--- config.mk ---
export PLATFORM = sky130hd
export DESIGN_NAME = median_window_buffer
export DESIGN_NICKNAME = d
export VERILOG_FILES = /design/src/rtl/radar_filter_pkg.sv /design/src/rtl/median_window_buffer_median_calculator.sv /design/src/rtl/median_window_buffer.sv
export SDC_FILE = /design/constraint.sdc
export NUM_CORES = 1
export LEC_CHECK = 0
export CORE_MARGIN = 4
export CORE_UTILIZATION = 39
export DETAILED_ROUTE_END_ITERATION = 10
export HOLD_SLACK_MARGIN = 0.15
export PLACE_DENSITY = 0.67
export SLEW_MARGIN = 20
export SYNTH_ARGS = -nofsm -noshare
export SYNTH_HDL_FRONTEND = slang
export SYNTH_SLANG_ARGS = --single-unit
--- constraint.sdc ---
create_clock -name clk -period 6.23 [get_ports clk]
set_input_delay 1.246 -clock clk [delete_from_list [all_inputs] [get_ports clk]]
set_output_delay 1.246 -clock clk [all_outputs]
set_load 0.05 [all_outputs]
--- src/rtl/radar_filter_pkg.sv ---
// Shared types and constants for the radar noise-reducer window/median path.
package radar_filter_pkg;

    localparam int WIN_LEN = 5;

    typedef enum logic [1:0] {
        EMPTY = 2'd0,
        FILL  = 2'd1,
        FULL  = 2'd2
    } win_state_t;

    typedef logic signed [31:0] sample_t;

endpackage

--- src/rtl/median_window_buffer_median_calculator.sv ---
// Combinational 5-input signed median: picks the first element with at most two
// strictly smaller peers and at least three peers (itself included) not larger.
module Median_Calculator
    import radar_filter_pkg::*;
(
    input  sample_t win_i [WIN_LEN],
    output sample_t median_o
);

    // Rank every element against the others and select the middle one.
    always_comb begin
        logic [2:0] lt_cnt;
        logic [2:0] le_cnt;
        logic       found;
        median_o = win_i[0];
        found    = 1'b0;
        for (int i = 0; i < WIN_LEN; i++) begin
            lt_cnt = 3'd0;
            le_cnt = 3'd0;
            for (int j = 0; j < WIN_LEN; j++) begin
                if (win_i[j] < win_i[i]) begin
                    lt_cnt = lt_cnt + 3'd1;
                end else begin
                    lt_cnt = lt_cnt;
                end
                if (win_i[j] <= win_i[i]) begin
                    le_cnt = le_cnt + 3'd1;
                end else begin
                    le_cnt = le_cnt;
                end
            end
            if (!found && (lt_cnt <= 3'd2) && (le_cnt >= 3'd3)) begin
                median_o = win_i[i];
                found    = 1'b1;
            end else begin
                found    = found;
            end
        end
    end

endmodule

--- src/rtl/median_window_buffer.sv ---
// Sliding 5-sample window feeding Median_Calculator, with a registered valid/ready output.
// Optional MEDIAN_WARMUP_PASS_EN: warm-up samples are emitted raw instead of being dropped.
module median_window_buffer
    import radar_filter_pkg::*;
#(
    parameter int DATA_W = 32
) (
    input  logic              clk,
    input  logic              rst,
    input  logic              flush,
    input  logic              in_valid,
    output logic              in_ready,
    input  logic [DATA_W-1:0] in_data,
    input  logic              in_last,
    output logic              out_valid,
    input  logic              out_ready,
    output logic [DATA_W-1:0] out_data,
    output logic              out_last,
    output logic [2:0]        fill_level
);

    logic signed [DATA_W-1:0] win_q [WIN_LEN];
    logic signed [DATA_W-1:0] win_d [WIN_LEN];
    logic signed [DATA_W-1:0] win_s [WIN_LEN];
    sample_t                  core_win_s [WIN_LEN];
    sample_t                  median_s;

    win_state_t               state_q, state_d;
    logic [2:0]               fill_q, fill_d;
    logic                     out_valid_q, out_valid_d;
    logic [DATA_W-1:0]        out_data_q, out_data_d;
    logic                     out_last_q, out_last_d;

    logic                     in_ready_s;
    logic                     acc_s;
    logic                     full_post_s;
    logic [2:0]               fill_post_s;

    assign in_ready_s = ~rst & ~flush & (~out_valid_q | out_ready);
    assign acc_s      = in_valid & in_ready_s;

    // Post-shift window: newest sample at index 0, sign-extended for the median core.
    always_comb begin
        win_s[0]      = $signed(in_data);
        core_win_s[0] = sample_t'($signed(in_data));
        for (int k = 1; k < WIN_LEN; k++) begin
            win_s[k]      = win_q[k-1];
            core_win_s[k] = sample_t'(win_q[k-1]);
        end
    end

    Median_Calculator u_median (
        .win_i    (core_win_s),
        .median_o (median_s)
    );

    assign fill_post_s = (fill_q >= 3'd4) ? 3'd5 : (fill_q + 3'd1);
    assign full_post_s = (state_q == FULL) || ((state_q == FILL) && (fill_q == 3'd4));

    // Next-state for window, fill count, FSM and output register.
    always_comb begin
        win_d       = win_q;
        fill_d      = fill_q;
        state_d     = state_q;
        out_valid_d = out_valid_q;
        out_data_d  = out_data_q;
        out_last_d  = out_last_q;

        if (out_valid_q && out_ready) begin
            out_valid_d = 1'b0;
        end else begin
            out_valid_d = out_valid_q;
        end

        if (flush) begin
            for (int k = 0; k < WIN_LEN; k++) begin
                win_d[k] = '0;
            end
            fill_d  = 3'd0;
            state_d = EMPTY;
        end else if (acc_s) begin
            win_d  = win_s;
            fill_d = fill_post_s;
            case (state_q)
                EMPTY:   state_d = FILL;
                FILL:    state_d = (fill_q == 3'd4) ? FULL : FILL;
                FULL:    state_d = FULL;
                default: state_d = EMPTY;
            endcase
            // Frame end: median already taken from win_s, so the window can be wiped now.
            if (in_last) begin
                for (int k = 0; k < WIN_LEN; k++) begin
                    win_d[k] = '0;
                end
                fill_d  = 3'd0;
                state_d = EMPTY;
            end else begin
                state_d = state_d;
            end

            if (full_post_s) begin
                out_valid_d = 1'b1;
                out_data_d  = median_s[DATA_W-1:0];
                out_last_d  = in_last;
`ifdef MEDIAN_WARMUP_PASS_EN
            end else begin
                out_valid_d = 1'b1;
                out_data_d  = in_data;
                out_last_d  = in_last;
            end
`else
            end else begin
                out_data_d  = out_data_q;
            end
`endif
        end else begin
            fill_d = fill_q;
        end
    end

    // State, window and output registers.
    always_ff @(posedge clk or posedge rst) begin
        if (rst) begin
            for (int k = 0; k < WIN_LEN; k++) begin
                win_q[k] <= '0;
            end
            state_q     <= EMPTY;
            fill_q      <= 3'd0;
            out_valid_q <= 1'b0;
            out_data_q  <= '0;
            out_last_q  <= 1'b0;
        end else begin
            win_q       <= win_d;
            state_q     <= state_d;
            fill_q      <= fill_d;
            out_valid_q <= out_valid_d;
            out_data_q  <= out_data_d;
            out_last_q  <= out_last_d;
        end
    end

    assign in_ready   = in_ready_s;
    assign out_valid  = out_valid_q;
    assign out_data   = out_data_q;
    assign out_last   = out_last_q;
    assign fill_level = fill_q;

endmodule
After elaboration in Yosys (flattened, before gate mapping)
Index checks and enable logic that the tools add are counted.
{"block": "totals", "ff_bits": 167, "latch_bits": 0, "mem_bits_rw": 0, "romBits": 0, "in_bits": 38, "output_inout_bits": 38, "elab_cells": 214, "n_memories": 0}
{"block": "op_classes", "n_addsub": 41, "mul": 0, "div": 0, "n_lt_le_gt_ge": 61, "n_eq_ne": 3, "shifts": 0, "mux": 74, "bitwise": 7, "reduce_logical": 19}
{"operator": "$le A32 B32 Y1", "count": 25}
{"operator": "$lt A32 B32 Y1", "count": 25}
{"operator": "$mux W160", "count": 3}
{"operator": "$mux W3", "count": 44}
{"operator": "$mux W32", "count": 4}
{"operator": "$add A3 B1 Y3 const B", "count": 31}
{"operator": "$add A1 B1 Y2 const B", "count": 10}
{"operator": "$mux W1", "count": 18}
{"operator": "$ge A3 B2 Y1 const B", "count": 5}
{"operator": "$le A3 B2 Y1 const B", "count": 5}
{"operator": "$logic_and A1 B1 Y1", "count": 11}
{"operator": "$mux W2", "count": 4}
{"operator": "$pmux W2 S3", "count": 1}
{"operator": "$logic_not A1 Y1", "count": 4}
{"operator": "$and A1 B1 Y1", "count": 3}
{"operator": "$eq A3 B3 Y1 const B", "count": 1}
{"operator": "$ge A3 B3 Y1 const B", "count": 1}
{"operator": "$not A1 Y1", "count": 3}
{"operator": "$reduce_and A3 Y1", "count": 1}
{"operator": "$eq A2 B1 Y1 const B", "count": 1}
{"operator": "$eq A2 B2 Y1 const B", "count": 1}
{"operator": "$logic_not A2 Y1", "count": 1}
{"operator": "$reduce_bool A2 Y1", "count": 1}
{"operator": "$logic_or A1 B1 Y1", "count": 1}
{"operator": "$or A1 B1 Y1", "count": 1}

Longest topological paths before layout
{"block": "depth", "ltp_word": 29, "depth_mapped": 28, "mapped_depth_nobuf": 25}

Cells and area by module
A second synthesis with hierarchy kept.
{"block": "hier_totals", "hier_cells": 1826, "area_unflattened_um2": 16769.8}
{"module": "Median_Calculator", "n_inst": 1, "cells_each": 1438, "area_per_inst_um2": 10551.4, "seq_area_each_um2": 0.0}
{"module": "median_window_buffer", "n_inst": 1, "cells_each": 388, "area_per_inst_um2": 6218.5, "seq_area_each_um2": 4179.0}

Worst setup path after synthesis
No wires, ideal clock.
{"block": "synth_path", "kind": "input -> register", "start": "in in_data[1]", "end": "reg out_data_q[0] (netlist: out_data[0])", "setup_ps": 87, "arrival_time_ps": 6063, "required_time_ps": 6143, "setup_slack_ps": 80, "stages": 26, "path_buffers": 2, "path_cell_list": "ha_1 nor2b_1 o211ai_1 a21oi_1 o311ai_0 and4b_1 mux2i_1 nand2_1 ha_1 xor2_1 inv_1 ha_1 mux2_2 ha_1 or2_2 o21ai_0 or3_1 o21ai_0 xor2_1 a211oi_1 nor3_1 and4b_1 buf_2 buf_2 o2bb2ai_1 a211oi_2"}
{"block": "synth_between", "elab_chain_len": 29, "word_cells_on_any_way": 139, "classes_between": "add/sub (40); order compare (28); mux (58); reduce/logical (13)"}
{"item": "start, declared", "line_no": "median_window_buffer.sv:13", "rtl": "input logic [DATA_W-1:0] in_data,"}
{"item": "$lt A32 B32 Y1 or $le A32 B32 Y1 (tied branches)", "line_no": "median_window_buffer_median_calculator.sv:21, median_window_buffer_median_calculator.sv:26"}
{"item": "$mux W1, on equally long branches", "line_no": "median_window_buffer_median_calculator.sv:21, median_window_buffer_median_calculator.sv:26"}
{"item": "$add A1 B1 Y2, on equally long branches", "line_no": "median_window_buffer_median_calculator.sv:22, median_window_buffer_median_calculator.sv:27"}
{"item": "$mux W3, on equally long branches", "line_no": "median_window_buffer_median_calculator.sv:21, median_window_buffer_median_calculator.sv:26"}
{"item": "$add A3 B1 Y3, on equally long branches", "line_no": "median_window_buffer_median_calculator.sv:22, median_window_buffer_median_calculator.sv:27"}
{"item": "$mux W3, on equally long branches", "line_no": "median_window_buffer_median_calculator.sv:21, median_window_buffer_median_calculator.sv:26"}
{"item": "$add A3 B1 Y3, on equally long branches", "line_no": "median_window_buffer_median_calculator.sv:22, median_window_buffer_median_calculator.sv:27"}
{"item": "$mux W3, on equally long branches", "line_no": "median_window_buffer_median_calculator.sv:21, median_window_buffer_median_calculator.sv:26"}
{"item": "[10 not listed]"}
{"item": "$logic_and A1 B1 Y1 (2 in series)", "line_no": "median_window_buffer_median_calculator.sv:32", "rtl": "if (!found && (lt_cnt <= 3'd2) && (le_cnt >= 3'd3)) begin"}
{"item": "$mux W1", "line_no": "median_window_buffer_median_calculator.sv:32"}
{"item": "$logic_not A1 Y1", "line_no": "median_window_buffer_median_calculator.sv:32"}
{"item": "$logic_and A1 B1 Y1 (2 in series)", "line_no": "median_window_buffer_median_calculator.sv:32"}
{"item": "$mux W1", "line_no": "median_window_buffer_median_calculator.sv:32"}
{"item": "$logic_not A1 Y1", "line_no": "median_window_buffer_median_calculator.sv:32"}
{"item": "$logic_and A1 B1 Y1 (2 in series)", "line_no": "median_window_buffer_median_calculator.sv:32"}
{"item": "$mux W32 *", "line_no": "median_window_buffer_median_calculator.sv:32"}
{"item": "end signal, assigned", "line_no": "median_window_buffer.sv:137", "rtl": "out_data_q <= out_data_d;"}
{"item": "end, declared", "line_no": "median_window_buffer.sv:31", "rtl": "logic [DATA_W-1:0] out_data_q, out_data_d;"}
Mark *: on every way between the ends. The rest lies on a longest branch, timed or not.
A chain may end at the register's enable or synchronous reset.

Final worst setup path
{"block": "layout_path", "start": "in in_data[8]", "end": "reg out_data_q[11] (netlist: out_data[11])"}
The elaborated chain is that of the path after synthesis.

==> impl_results.md <==
* Switching portion of total power at 37.80%
* Final setup margin at 180.4 ps
* Global-route wire length before repair at 89600 microns
* Full die area at 45050 sq um
* Count of inserted antenna diode cells at 0
* Die Y at 212.3 microns
* Post-Layout Cell Count at 2581
* Final GP Congestion at 0.9783
* DRT Wirelength at 59050 microns
* Count of distinct cell types in the synthesized netlist at 83
* Footprint of the flip-flops and latches at 4179 sq um
* Count of warnings emitted by yosys at 0
* Post-synthesis cell area at 16270 sq um
* CP startpoint kind: primary input
* Clock tree root driver cell: sky130_fd_sc_hd__clkbuf_16
* Maximum fanout encountered on the critical timing path at 5
* Number of antenna violations at the first check in global routing at 0
* Count of final max-slew check failures at 0
* Pin count of the biggest net entering global routing at 136
* Status: completed
* Net switching component of the power at 0.001520 W
* Number of enable flip-flop cells after synthesis at 0
* Multi-input logic area at 11660 sq um
* Drt first-iter violations at 1496
* Number of global-route vias before repair at 15620
* Relative contribution of the clock network to total power at 26.2%
* Setup skew after layout at 9.516 ps
* Placed standard-cell area at 19120 sq um
* Final hold viol count at 0
* Syn Area/Cell at 9.167 sq um
* Fraction of power consumed by combinational cells at 46.0%
* Cell leakage power at 9.713 nW
* FP Rows at 74
* Initial core utilization at 39.67%
* Proportion of power drawn by flip-flops and latches at 27.8%
* Minimum clock period at 6050 ps
* Post-synth ARST share at 100.0%
* Fin nets at 2427
* Post-synth top flop: sky130_fd_sc_hd__dfrtp_1
* Number of search-and-repair iterations in the first detailed-routing pass at 5
* Post-DP HPWL at 43570 microns
* Number of buffers inserted during clock tree synthesis at 17
* Number of filler cells placed in the layout at 3777
* Worst hold-check path type: flip-flop to flip-flop
* Wire per inst at 22.88 microns
* CTS HTree Levels at 4
* Worst slew margin relative to its limit at 41.35%
* Worst path required time at 6580 ps
* CP Data Arrival Time at 6400 ps
* Share of cells above drive strength 1 at 19.38%
* Internal power summed over all cells at 0.002502 W
* Clock-pin slew reported for the worst setup and hold paths after clock tree synthesis at 70 ps
* IO buf count at 75
* Total via count after detailed routing at 15700
* Setup total negative slack at 0 ps
* DRC viols at 0
* I/O pin count at 76
* Overall routing resource usage at 25.48%
* Crit-path slowest cell: sky130_fd_sc_hd__a221o_1
* Area inside the core boundary at 41020 sq um
* Width of the die at 212.3 microns
* Peak supply drop at 0.1847 mV
* Clock latency on the worst-skew pair at 480 ps
* Final period utilization at 97.10%
* Max Cap Violations at 0
* Placed instance count at 2528
* #FFs+latches synth at 167
* Worst Max-Slew Pin Slew at 879.8 ps
* Hold Path Stages at 2
* Maximum root-to-sink buffer count at 2
* Power, Total at 0.004022 W
* Syn-to-layout area delta at 26.11%
* CTS tree: yes
* Largest stage delay on the critical path at 370 ps
* Register area share after synthesis at 25.68%
* Clock sink count at 167
* DRT antenna net count at 0
* Highest achievable clock rate at 0.1653 GHz
* Number of vias per cell after detailed routing at 6.081
* Congestion Overflow GR at 0
* Net count of the mapped netlist at 2165
* Post-route cell area at 20520 sq um
* Dpl ws at -841.3 ps
* Kind of end point of the critical path: flip-flop
* Register-to-Register Path Depth at 29
* PwrDens at 196.0 nW/um^2
* Synth Instances at 1775
* Critical path start-end classification: primary input to flip-flop
* Final setup viols at 0
[flip-flops by register name (all words and copies together), names as in the netlist]
signal and cells:
out_data 32, out_last 1, out_valid 1, fill_level 3, core_win_s 128, state_q 2
[path summary, 6_finish.rpt]
| path | from | end | slack, ps |
|---|---|---|---|
| max in group asynchronous | rst | core_win_s[82] | 3950 |
| worst min register to register | state_q[1] | state_q[1] | 540 |
| min in group asynchronous | rst | fill_level[1] | 1310 |
| worst max register to register | core_win_s[125] | out_data[7] | 260 |
| worst min-delay path | state_q[1] | state_q[1] | 540 |
| worst max-delay path | in_data[8] | out_data[11] | 180 |
[worst max-delay path, delay by kind of cell]
kind	cells	cell delay [ps]
AOI/OAI and AO/OA	13	2220
muxes	1	210
adders and majority gates	3	770
and+or+nand+nor	5	830
buffers and inverters	6	1110
[routing by layer]
| layer | vias to the layer above | wire (microns) | track usage, % |
|---|---|---|---|
| met5 | - | 0 | 0 |
| met4 | 0 | 2632 | 9.796 |
| met3 | 149 | 4234 | 4.560 |
| met2 | 610 | 26920 | 41.32 |
| met1 | 7674 | 25260 | 33.97 |
| li1 | 7262 | - | - |
[power groups by stage]
stage	Clock (W)	Combinational [W]	Sequential (W)
floorplan	0	0.000959	0.00117
global placement	0	0.00158	0.00114
detailed placement	0	0.00161	0.00114
CTS	0.00107	0.00171	0.00112
global route	0.00110	0.00198	0.00112
finish	0.00106	0.00185	0.00112
[cell families (layout without fill, tap and decap cells)]
logic type | count (synthesis) | after routing | synth area share [%]
AO/OA/AOI/OAI | 563 | 563 | 26.44
XOR/XNOR | 10 | 10 | 0.5382
adder cells (fa/ha/maj) | 352 | 352 | 27.16
buffers and inverters | 260 | 534 | 6.121
flip-flops | 167 | 167 | 25.68
multiplexers | 13 | 13 | 0.8305
AND/OR/NAND/NOR | 410 | 410 | 13.23
[what timing repair did]
| action | CTS | global route |
|---|---|---|
| endpoints found under the setup margin | 32 | 32 |
| hold buffers | 0 | 0 |
| buffers inserted | 13 | 4 |
| pin swaps | 25 | 58 |
| resized for setup | 50 | 120 |
| cloned | 2 | 4 |
[cells in the final DEF, fill, tap and decap left out, drive strengths merged, types with 58 or more instances in the layout]
cell type	instances
ha	350
buf	219
inv	206
dfrtp	167
a22o	131
a21oi	115
nand2	88
nor2	76
o21ai	63
nand4	61
a211oi	58
[Yosys cell counts, drive strengths merged, types with 33 or more instances]
cell     instances  area (sq um)
a21oi          115         579.3
dfrtp          167          4179
nand2b          45         281.5
a211oi          58         585.6
inv            206         773.2
o221ai          33         289.0
o21ai           63         322.8
nand4           61         387.9
clkbuf          37         138.9
nand3           42         210.2
ha             350          4379
nor2            76         287.8
nand2           88         330.3
o2bb2ai         34         297.8
a22o           131          1147
[per-stage QoR]
| step | utilization [%] | hold WS, ps |
|---|---|---|
| finish | 50.03 | 535.2 |
| global route | 50.03 | 551.9 |
| CTS | 48.73 | 538.6 |
| detailed placement | 46.60 | 521.8 |
| global placement | 46.60 | 506.4 |
| floorplan | - | 485.7 |
[final cells by class]
class / count / share of cell area, %
clock buffers: 24 / 2.348
clock inverters: 7 / 0.3476
inverters: 206 / 3.793
multi-input cells: 1348 / 56.84
flip-flops and latches: 167 / 20.37
well taps: 532 / 3.244
repair buffers: 297 / 13.07
Note: power is estimated with default switching activity, not from simulation.
